===== src/rtl/seq_pair_serializer.sv =====
`default_nettype none
// ============================================================================
// seq_pair_serializer : word FIFO feeding an MSB-first, two-bits-per-clock
//                       shifter that produces the A/B pair stream.
// Revision 1.0
// ============================================================================
module seq_pair_serializer #(
    parameter int   DATA_W     = 8,
    parameter int   FIFO_DEPTH = 4,
    parameter logic IDLE_A     = 1'b0,
    parameter logic IDLE_B     = 1'b0
) (
    input  logic              clk,
    input  logic              clr,
    input  logic [DATA_W-1:0] din,
    input  logic              din_valid,
    output logic              din_ready,
    output logic              A,
    output logic              B,
    output logic              pair_valid,
    output logic              busy
);

    localparam int              PTR_W    = $clog2(FIFO_DEPTH);
    localparam int              NPAIR    = DATA_W / 2;
    localparam int              PC_W     = (NPAIR > 1) ? $clog2(NPAIR) : 1;
    localparam logic [PTR_W:0]  C_DEPTH  = (PTR_W + 1)'(FIFO_DEPTH);
    localparam logic [PC_W-1:0] C_LAST   = PC_W'(NPAIR - 1);
    localparam logic [0:0]      C_ST_IDLE  = 1'b0;
    localparam logic [0:0]      C_ST_SHIFT = 1'b1;

    logic [DATA_W-1:0] r_mem [FIFO_DEPTH];
    logic [PTR_W-1:0]  r_wptr;
    logic [PTR_W-1:0]  r_rptr;
    logic [PTR_W:0]    r_count;
    logic              r_ready_en;
    logic [0:0]        r_state;
    logic [DATA_W-1:0] r_shreg;
    logic [PC_W-1:0]   r_pcnt;

    logic              w_write;
    logic              w_pop;
    logic [DATA_W-1:0] w_head;

    // Ready depends only on registered state, so din_valid never loops back into it.
    assign din_ready = r_ready_en && (r_count < C_DEPTH);
    assign w_write   = din_valid && din_ready;
    assign w_pop     = (r_count != '0) &&
                       ((r_state == C_ST_IDLE) || (r_pcnt == C_LAST));
    assign w_head    = r_mem[r_rptr];
    assign busy      = (r_count != '0) || (r_state == C_ST_SHIFT);

    always_ff @(posedge clk) begin
        if (w_write) begin
            r_mem[r_wptr] <= din;
        end
    end

    always_ff @(posedge clk or negedge clr) begin
        if (!clr) begin
            r_wptr     <= '0;
            r_rptr     <= '0;
            r_count    <= '0;
            r_ready_en <= 1'b0;
        end else begin
            r_ready_en <= 1'b1;
            if (w_write) begin
                r_wptr <= r_wptr + 1'b1;
            end
            if (w_pop) begin
                r_rptr <= r_rptr + 1'b1;
            end
            case ({w_write, w_pop})
                2'b10:   r_count <= r_count + 1'b1;
                2'b01:   r_count <= r_count - 1'b1;
                default: r_count <= r_count;
            endcase
        end
    end

    // The popped word drives its first pair on the pop edge; the shift
    // register keeps only the bits still to be sent, aligned to the top.
    always_ff @(posedge clk or negedge clr) begin
        if (!clr) begin
            r_state    <= C_ST_IDLE;
            r_shreg    <= '0;
            r_pcnt     <= '0;
            A          <= IDLE_A;
            B          <= IDLE_B;
            pair_valid <= 1'b0;
        end else if (w_pop) begin
            r_state    <= C_ST_SHIFT;
            r_shreg    <= w_head << 2;
            r_pcnt     <= '0;
            A          <= w_head[DATA_W-1];
            B          <= w_head[DATA_W-2];
            pair_valid <= 1'b1;
        end else if (r_state == C_ST_SHIFT) begin
            if (r_pcnt == C_LAST) begin
                r_state    <= C_ST_IDLE;
                r_pcnt     <= '0;
                A          <= IDLE_A;
                B          <= IDLE_B;
                pair_valid <= 1'b0;
            end else begin
                r_shreg <= r_shreg << 2;
                r_pcnt  <= r_pcnt + 1'b1;
                A       <= r_shreg[DATA_W-1];
                B       <= r_shreg[DATA_W-2];
            end
        end
    end

endmodule
`default_nettype wire

===== config.mk =====
export PLATFORM = sky130hd
export DESIGN_NAME = seq_pair_serializer
export DESIGN_NICKNAME = d
export VERILOG_FILES = /design/src/rtl/seq_pair_serializer.sv
export SDC_FILE = /design/constraint.sdc
export NUM_CORES = 1
export LEC_CHECK = 0
export ABC_CLOCK_PERIOD_IN_PS = 2700
export BUFFER_PORTS_ARGS = -buffer_cell sky130_fd_sc_hd__buf_2
export CAP_MARGIN = 20
export CORE_AREA = 5 5 64 72
export CTS_BUF_LIST = sky130_fd_sc_hd__clkbuf_4 sky130_fd_sc_hd__clkbuf_8
export DETAILED_ROUTE_END_ITERATION = 10
export DIE_AREA = 0 0 69 77
export PLACE_DENSITY = 0.76
export SLEW_MARGIN = 10
export SYNTH_ARGS = -nofsm -noshare
export SYNTH_HDL_FRONTEND = slang
export SYNTH_SLANG_ARGS = --single-unit

===== constraint.sdc =====
create_clock -name clk -period 2.7 [get_ports clk]
set_clock_uncertainty 0.15 [all_clocks]
set_input_delay 0.27 -clock clk [delete_from_list [all_inputs] [get_ports clk]]
set_output_delay 0.27 -clock clk [all_outputs]
set_load 0.01 [all_outputs]

==> results.cfg, run 1 <==
[worst_setup_path]
worstSetupEndpointType = flip-flop
required_ns = 2.74
reg2reg_depth = 8
critPathArrivalTime_ns = 2.21
startpoint = r_pcnt[0]
regToRegStartpoint = r_pcnt[0]
endpoint = r_count[2]
startpoint_type = flip-flop
rrSetupSlack_ns = 0.53
critPathKind = flip-flop to flip-flop
path_max_fanout = 6
r2r_end = r_count[2]

[synthesis]
synth.distinct_cells = 29
synthFlopType = edfxtp_1
netlist_area_um2 = 2170
avgSynthCellArea_um2 = 16.0
netlist_instances = 135
synth-seq-cells = 52
synthesis.nets = 153
ys_top_cells_by_count = 32 x edfxtp_1, 20 x dfrtp_1, 13 x nand2_1
ys_async_sr_fraction = 0.385
yosysWarnings = 0
synth-edff-count = 32
yosysTopAreaCell = edfxtp_1
yosysMostFrequentCell = edfxtp_1
synth_seq_area_share = 0.675
synth_top_area_frac = 0.444
synthTopCellsByArea = edfxtp_1 44%, dfrtp_1 23%, mux4_2 8.3%

[final_layout]
area_growth_pct = 9.07
fin_nets = 173
antenna_cells = 0
layout.cells.non_filler = 208
fillers = 312
layout-drive-gt1-share = 0.244

[floorplan]
die_h_um = 77
die_x_um = 69
ios = 16
row_count = 24
fp.coreArea_um2 = 3840
start_util = 0.563
die-area_um2 = 5310

[timing]
tightestPinTransition_ns = 0.578
fin_crit_sh = 0.804
period_minus_slack_ns = 2.17
timing.slew.headroom = 0.615
maxSlewViolCount = 0
final-hold-violation-count = 0
rsz0062_at_grt = false
finalSetupViolations = 0
tns_ns = 0
timing.fmax_mhz = 461

[grt]
grtUsageTotal = 0.133
antenna_found_initial = 0
grt_pass1_wl_um = 5490
grt_pass1_vias = 1158
grt_max_degree = 21
gr-total-overflow = 0

[power]
ir_drop_v = 0.000546
static-leakage-power_uw = 0.000934
p_per_area_nw_per_um2 = 1000
finalPower_uw = 2360

[placed_design]
place_congestion = 0.755
place_inst = 199
port_buffers = 15
place_hpwl_um = 2340

[clock_network]
clockRootBuffer = clkbuf_8
cts_tree = built
cts_inserted_buffers = 5
clkLatencyLatePin_ns = 0.30
cts_buffer_depth = 2
h-tree-depth = 2
path_clk_slew_ns = 0.09
post_cts.repair.setup_buffers = 0
clock-sinks = 52

[routing]
vias = 1122
firstDrtPassIters = 4
wl_per_cell_um = 15.4
wl_um = 3200
drc = 0
vias_per_cell = 5.39
drt_iter0_drc = 63
ant_nets = 0

[run]
cap_violations = 0

[worst_hold_path]
min_path_type = primary input to flip-flop
whs_path_depth = 1

[status]
status = complete, no violations
==> cell families after synthesis <==
kind of cell,count (synthesis),share of synthesized area
flip-flops,52,0.675
AND/OR/NAND/NOR,33,0.0791
AO/OA/AOI/OAI,16,0.0456
multiplexers,11,0.0982
buffers and inverters,9,0.0323
adder cells (fa/ha/maj),7,0.0439
XOR/XNOR,6,0.0243
other,1,0.00173
==> how the worst min path moves through the flow <==
stage / to / from
4_1_cts: r_mem[0][4] / din[4]
5_1_grt: r_mem[3][4] / din[4]
3_5_place_dp: r_state / clr
6_report: r_mem[3][4] / din[4]
3_3_place_gp: B / clr
2_1_floorplan: A / clr
==> sequential cells by signal, indices dropped and copies added (netlist names), 2 cells and up <==
| register | flops |
|---|---|
| r_shreg | 6 |
| r_rptr | 2 |
| r_pcnt | 2 |
| r_mem | 32 |
| r_wptr | 2 |
| r_count | 3 |
==> report_power, final <==
group | internal, uW | leakage (uW) | switching (uW)
sequential | 1020 | 0.000531 | 171
combinational | 391 | 0.000357 | 358
clock | 181 | 0.0000460 | 239
total | 1600 | 0.000934 | 768
==> cells in the final DEF (no fill, tap or decap) <==
| cell | n |
|---|---|
| nand3_2 | 1 |
| nand2b_1 | 2 |
| inv_6 | 1 |
| clkbuf_8 | 5 |
| buf_4 | 2 |
| conb_1 | 1 |
| nand2_1 | 13 |
| dfrtp_1 | 20 |
| mux4_2 | 8 |
| ha_1 | 6 |
| or3_4 | 1 |
| nor2_1 | 7 |
| o211ai_1 | 2 |
| a32oi_1 | 2 |
| a21oi_1 | 10 |
| and2_1 | 1 |
| nor2b_2 | 1 |
| a32o_1 | 1 |
| and3_1 | 4 |
| xnor2_1 | 4 |
| clkinv_1 | 1 |
| nor2b_1 | 2 |
| clkinv_2 | 1 |
| edfxtp_1 | 32 |
| nor3_2 | 1 |
| a31oi_1 | 1 |
| mux2_2 | 2 |
| xor2_1 | 2 |
| inv_1 | 4 |
| buf_2 | 15 |
| dlygate4sd3_1 | 1 |
| fa_1 | 1 |
| mux2i_1 | 1 |
==> timing repair <==
action	4_1_cts	5_1_grt
hold endpoints to repair	20	0
gates resized for setup	0	0
hold buffers	1	0
endpoints found under the setup margin	0	0
==> worst max-delay path: stages (launching register included) <==
cell and delay, ns:
dfrtp_1 0.41, ha_1 0.27, nor2b_1 0.18, nor2_1 0.09, ha_1 0.22, fa_1 0.38
xnor2_1 0.16, nor2_1 0.07, xor2_1 0.13
==> per-stage QoR <==
| step | instance area (um^2) | utilization | hold WS [ns] | worst slack (ns) |
|---|---|---|---|---|
| floorplan | 2170 | - | -0.176 | 0.551 |
| global placement | 2270 | 0.590 | 0.0790 | 0.597 |
| detailed placement | 2270 | 0.590 | 0.0890 | 0.540 |
| CTS | 2360 | 0.615 | 0.0231 | 0.526 |
| global route | 2360 | 0.615 | 0.0230 | 0.342 |
| finish | 2360 | 0.615 | 0.0306 | 0.529 |
==> per-layer routing <==
metal,GRT usage,routed length (um),vias to the layer above
li1,-,-,535
met3,0.0418,135,4
met2,0.232,1680,18
met5,0,0,-
met4,0.0410,34,0
met1,0.158,1350,565
==> cell type report <==
type	count	area, um^2	share of cell area
multi-input combinational	74	634	0.269
inverter	4	15.0	0.00636
clock buffer	5	68.8	0.0291
tap	52	65.1	0.0275
timing repair buffer	18	100	0.0424
clock inverter	3	17.5	0.00742
sequential	52	1460	0.619
Note: power is estimated with default switching activity, not from simulation.
==> inputs of run 2 (changes only) <==
--- a/config.mk
+++ b/config.mk
@@ -5,7 +5,7 @@
 export SDC_FILE = /design/constraint.sdc
 export NUM_CORES = 1
 export LEC_CHECK = 0
-export ABC_CLOCK_PERIOD_IN_PS = 2700
+export ABC_CLOCK_PERIOD_IN_PS = 2280
 export BUFFER_PORTS_ARGS = -buffer_cell sky130_fd_sc_hd__buf_2
 export CAP_MARGIN = 20
 export CORE_AREA = 5 5 64 72
==> constraint.sdc (replaced) <==
create_clock -name clk -period 2.28 [get_ports clk]
set_clock_uncertainty 0.15 [all_clocks]
set_input_delay 0.228 -clock clk [delete_from_list [all_inputs] [get_ports clk]]
set_output_delay 0.228 -clock clk [all_outputs]
set_load 0.01 [all_outputs]
==> run 2 against run 1 <==
  * Die area is the same
  * Sequential share of layout area shrank 3.1 points
  * Wire length grew 9.2%
  * Via count grew 4.4%
  * Global-route usage grew 1.8 points
  * Power grew 26%
  * Core utilization grew 3.3 points
  * Sequential power grew 15%
  * Final cell count grew 4.8%
  * Critical endpoint unchanged
  * Highest routed layer unchanged
==> results.cfg, run 2 (same netlist as run 1, synthesis figures left out) <==
[timing]
timing.fmax_mhz = 466
whs_ns = 0.195
setup_ws_ns = 0.133
final-hold-violation-count = 0
rsz0062_at_grt = false
fin_crit_sh = 0.942
maxSlewViolCount = 0
period_minus_slack_ns = 2.15
finalSetupViolations = 0
tns_ns = 0

[worst_setup_path]
required_ns = 2.31
reg2reg_depth = 8
path_delay_family = adder cells
startpoint_type = flip-flop
worstSetupEndpointType = flip-flop
path_max_fanout = 6
crit_cells = 8
critPathKind = flip-flop to flip-flop
cp_cell_sequence = nor2b_4 -> and2_1 -> inv_1 -> ha_1 -> fa_1 -> xnor2_1 -> nor2_1 -> xor2_1
r2r_end = r_count[2]
crit_buf_inv = 1
critPathArrivalTime_ns = 2.17
regToRegStartpoint = r_count[2]
slowest_delay_ns = 0.46
slowest_stage = dfrtp_1
rrSetupSlack_ns = 0.13

[routing]
wl_per_cell_um = 16.0
firstDrtPassIters = 4
vias = 1171
wl_um = 3500
ant_nets = 0
drc = 0
drt_iter0_drc = 55
vias_per_cell = 5.37

[worst_hold_path]
holdPathEnd = r_wptr[0]
whs_path_depth = 3
min_path_type = primary input to flip-flop
hp-start = din_valid

[floorplan]
die_x_um = 69
start_util = 0.563
die-area_um2 = 5310
row_count = 24
ios = 16
fp.coreArea_um2 = 3840
die_h_um = 77

[grt]
grtUsageTotal = 0.151
gr-total-overflow = 0
antenna_found_initial = 0
grt_pass1_vias = 1273
grt_max_degree = 21
grt_pass1_wl_um = 6130

[placed_design]
place_hpwl_um = 2400
port_buffers = 15
dp_slack_ns = 0.111
place_congestion = 0.753

[final_layout]
reg_top3 = r_mem x32, r_shreg x6, r_count x3
seq_area_um2 = 1460
area_growth_pct = 14.8
fillers = 313
final_common_cell = edfxtp_1
fin_nets = 183
largest_register = r_mem
layout-drive-gt1-share = 0.241
final_cell_mix = 32 x edfxtp_1, 20 x dfrtp_1, 15 x buf_2
antenna_cells = 0
multi_input_area_um2 = 639
largest_reg_flops = 32

[clock_network]
cts_tree = built
clkLatencyLatePin_ns = 0.30
clock-sinks = 52
cts_inserted_buffers = 5
cts_buffer_depth = 2
path_clk_slew_ns = 0.09
post_cts.repair.setup_buffers = 0
h-tree-depth = 2
clockRootBuffer = clkbuf_8

[power]
ir_drop_v = 0.000637
p_per_area_nw_per_um2 = 1200
static-leakage-power_uw = 0.000991

[status]
status = complete, no violations

[run]
cap_violations = 0
run 2: where the power goes:
part	switching [uW]	total [uW]	internal, uW	leakage [uW]
clock network	281	606	325	0.0000558
registers	169	1380	1210	0.000531
logic	496	997	500	0.000405
total	946	2990	2040	0.000991
run 2: repair_timing:
action | CTS | global route
hold buffers | 9 | 0
setup endpoints to repair | 0 | 1
gates resized for setup | 0 | 1
hold endpoints to repair | 52 | 0
run 2: worst max path at each step:
stage,startpoint,to,slack [ns]
global placement,r_count[2],r_count[2],0.21
finish,r_count[2],r_count[2],0.13
detailed placement,r_count[2],r_count[2],0.11
floorplan,r_pcnt[0],r_count[2],0.13
CTS,r_count[2],r_count[2],0.1
global route,r_pcnt[0],r_count[2],0.02
run 2: worst reg2reg max path: cells and delay by family, from the launching register on:
family,cells,cell delay (ns)
adder cells (fa/ha/maj),2,0.61
flip-flops,1,0.46
XOR/XNOR,2,0.30
AND/OR/NAND/NOR,3,0.45
buffers and inverters,1,0.06
run 2: routing by layer:
layer / GRT usage / vias to the layer above / wire length [um]
li1: - / 552 / -
met1: 0.170 / 594 / 1460
met4: 0.0840 / 0 / 49
met2: 0.259 / 21 / 1850
met5: 0 / - / 0
met3: 0.0418 / 4 / 139
run 2: final cells by class:
cell class | instances | share of cell area
Sequential cell | 52 | 0.588
Multi-Input combinational cell | 74 | 0.257
Timing Repair Buffer | 28 | 0.0785
Clock buffer | 5 | 0.0277
Tap cell | 52 | 0.0262
Clock inverter | 3 | 0.0171
Inverter | 4 | 0.00604
run 2: stage by stage:
stage               instance area, um^2  utilization  cells  power (uW)
detailed placement                 2280        0.593    201        2390
floorplan                          2170            -    135        2160
finish                             2490        0.647    218        2990
CTS                                2480        0.646    218        3010
global placement                   2280        0.593    201        2310
global route                       2490        0.647    218        3210
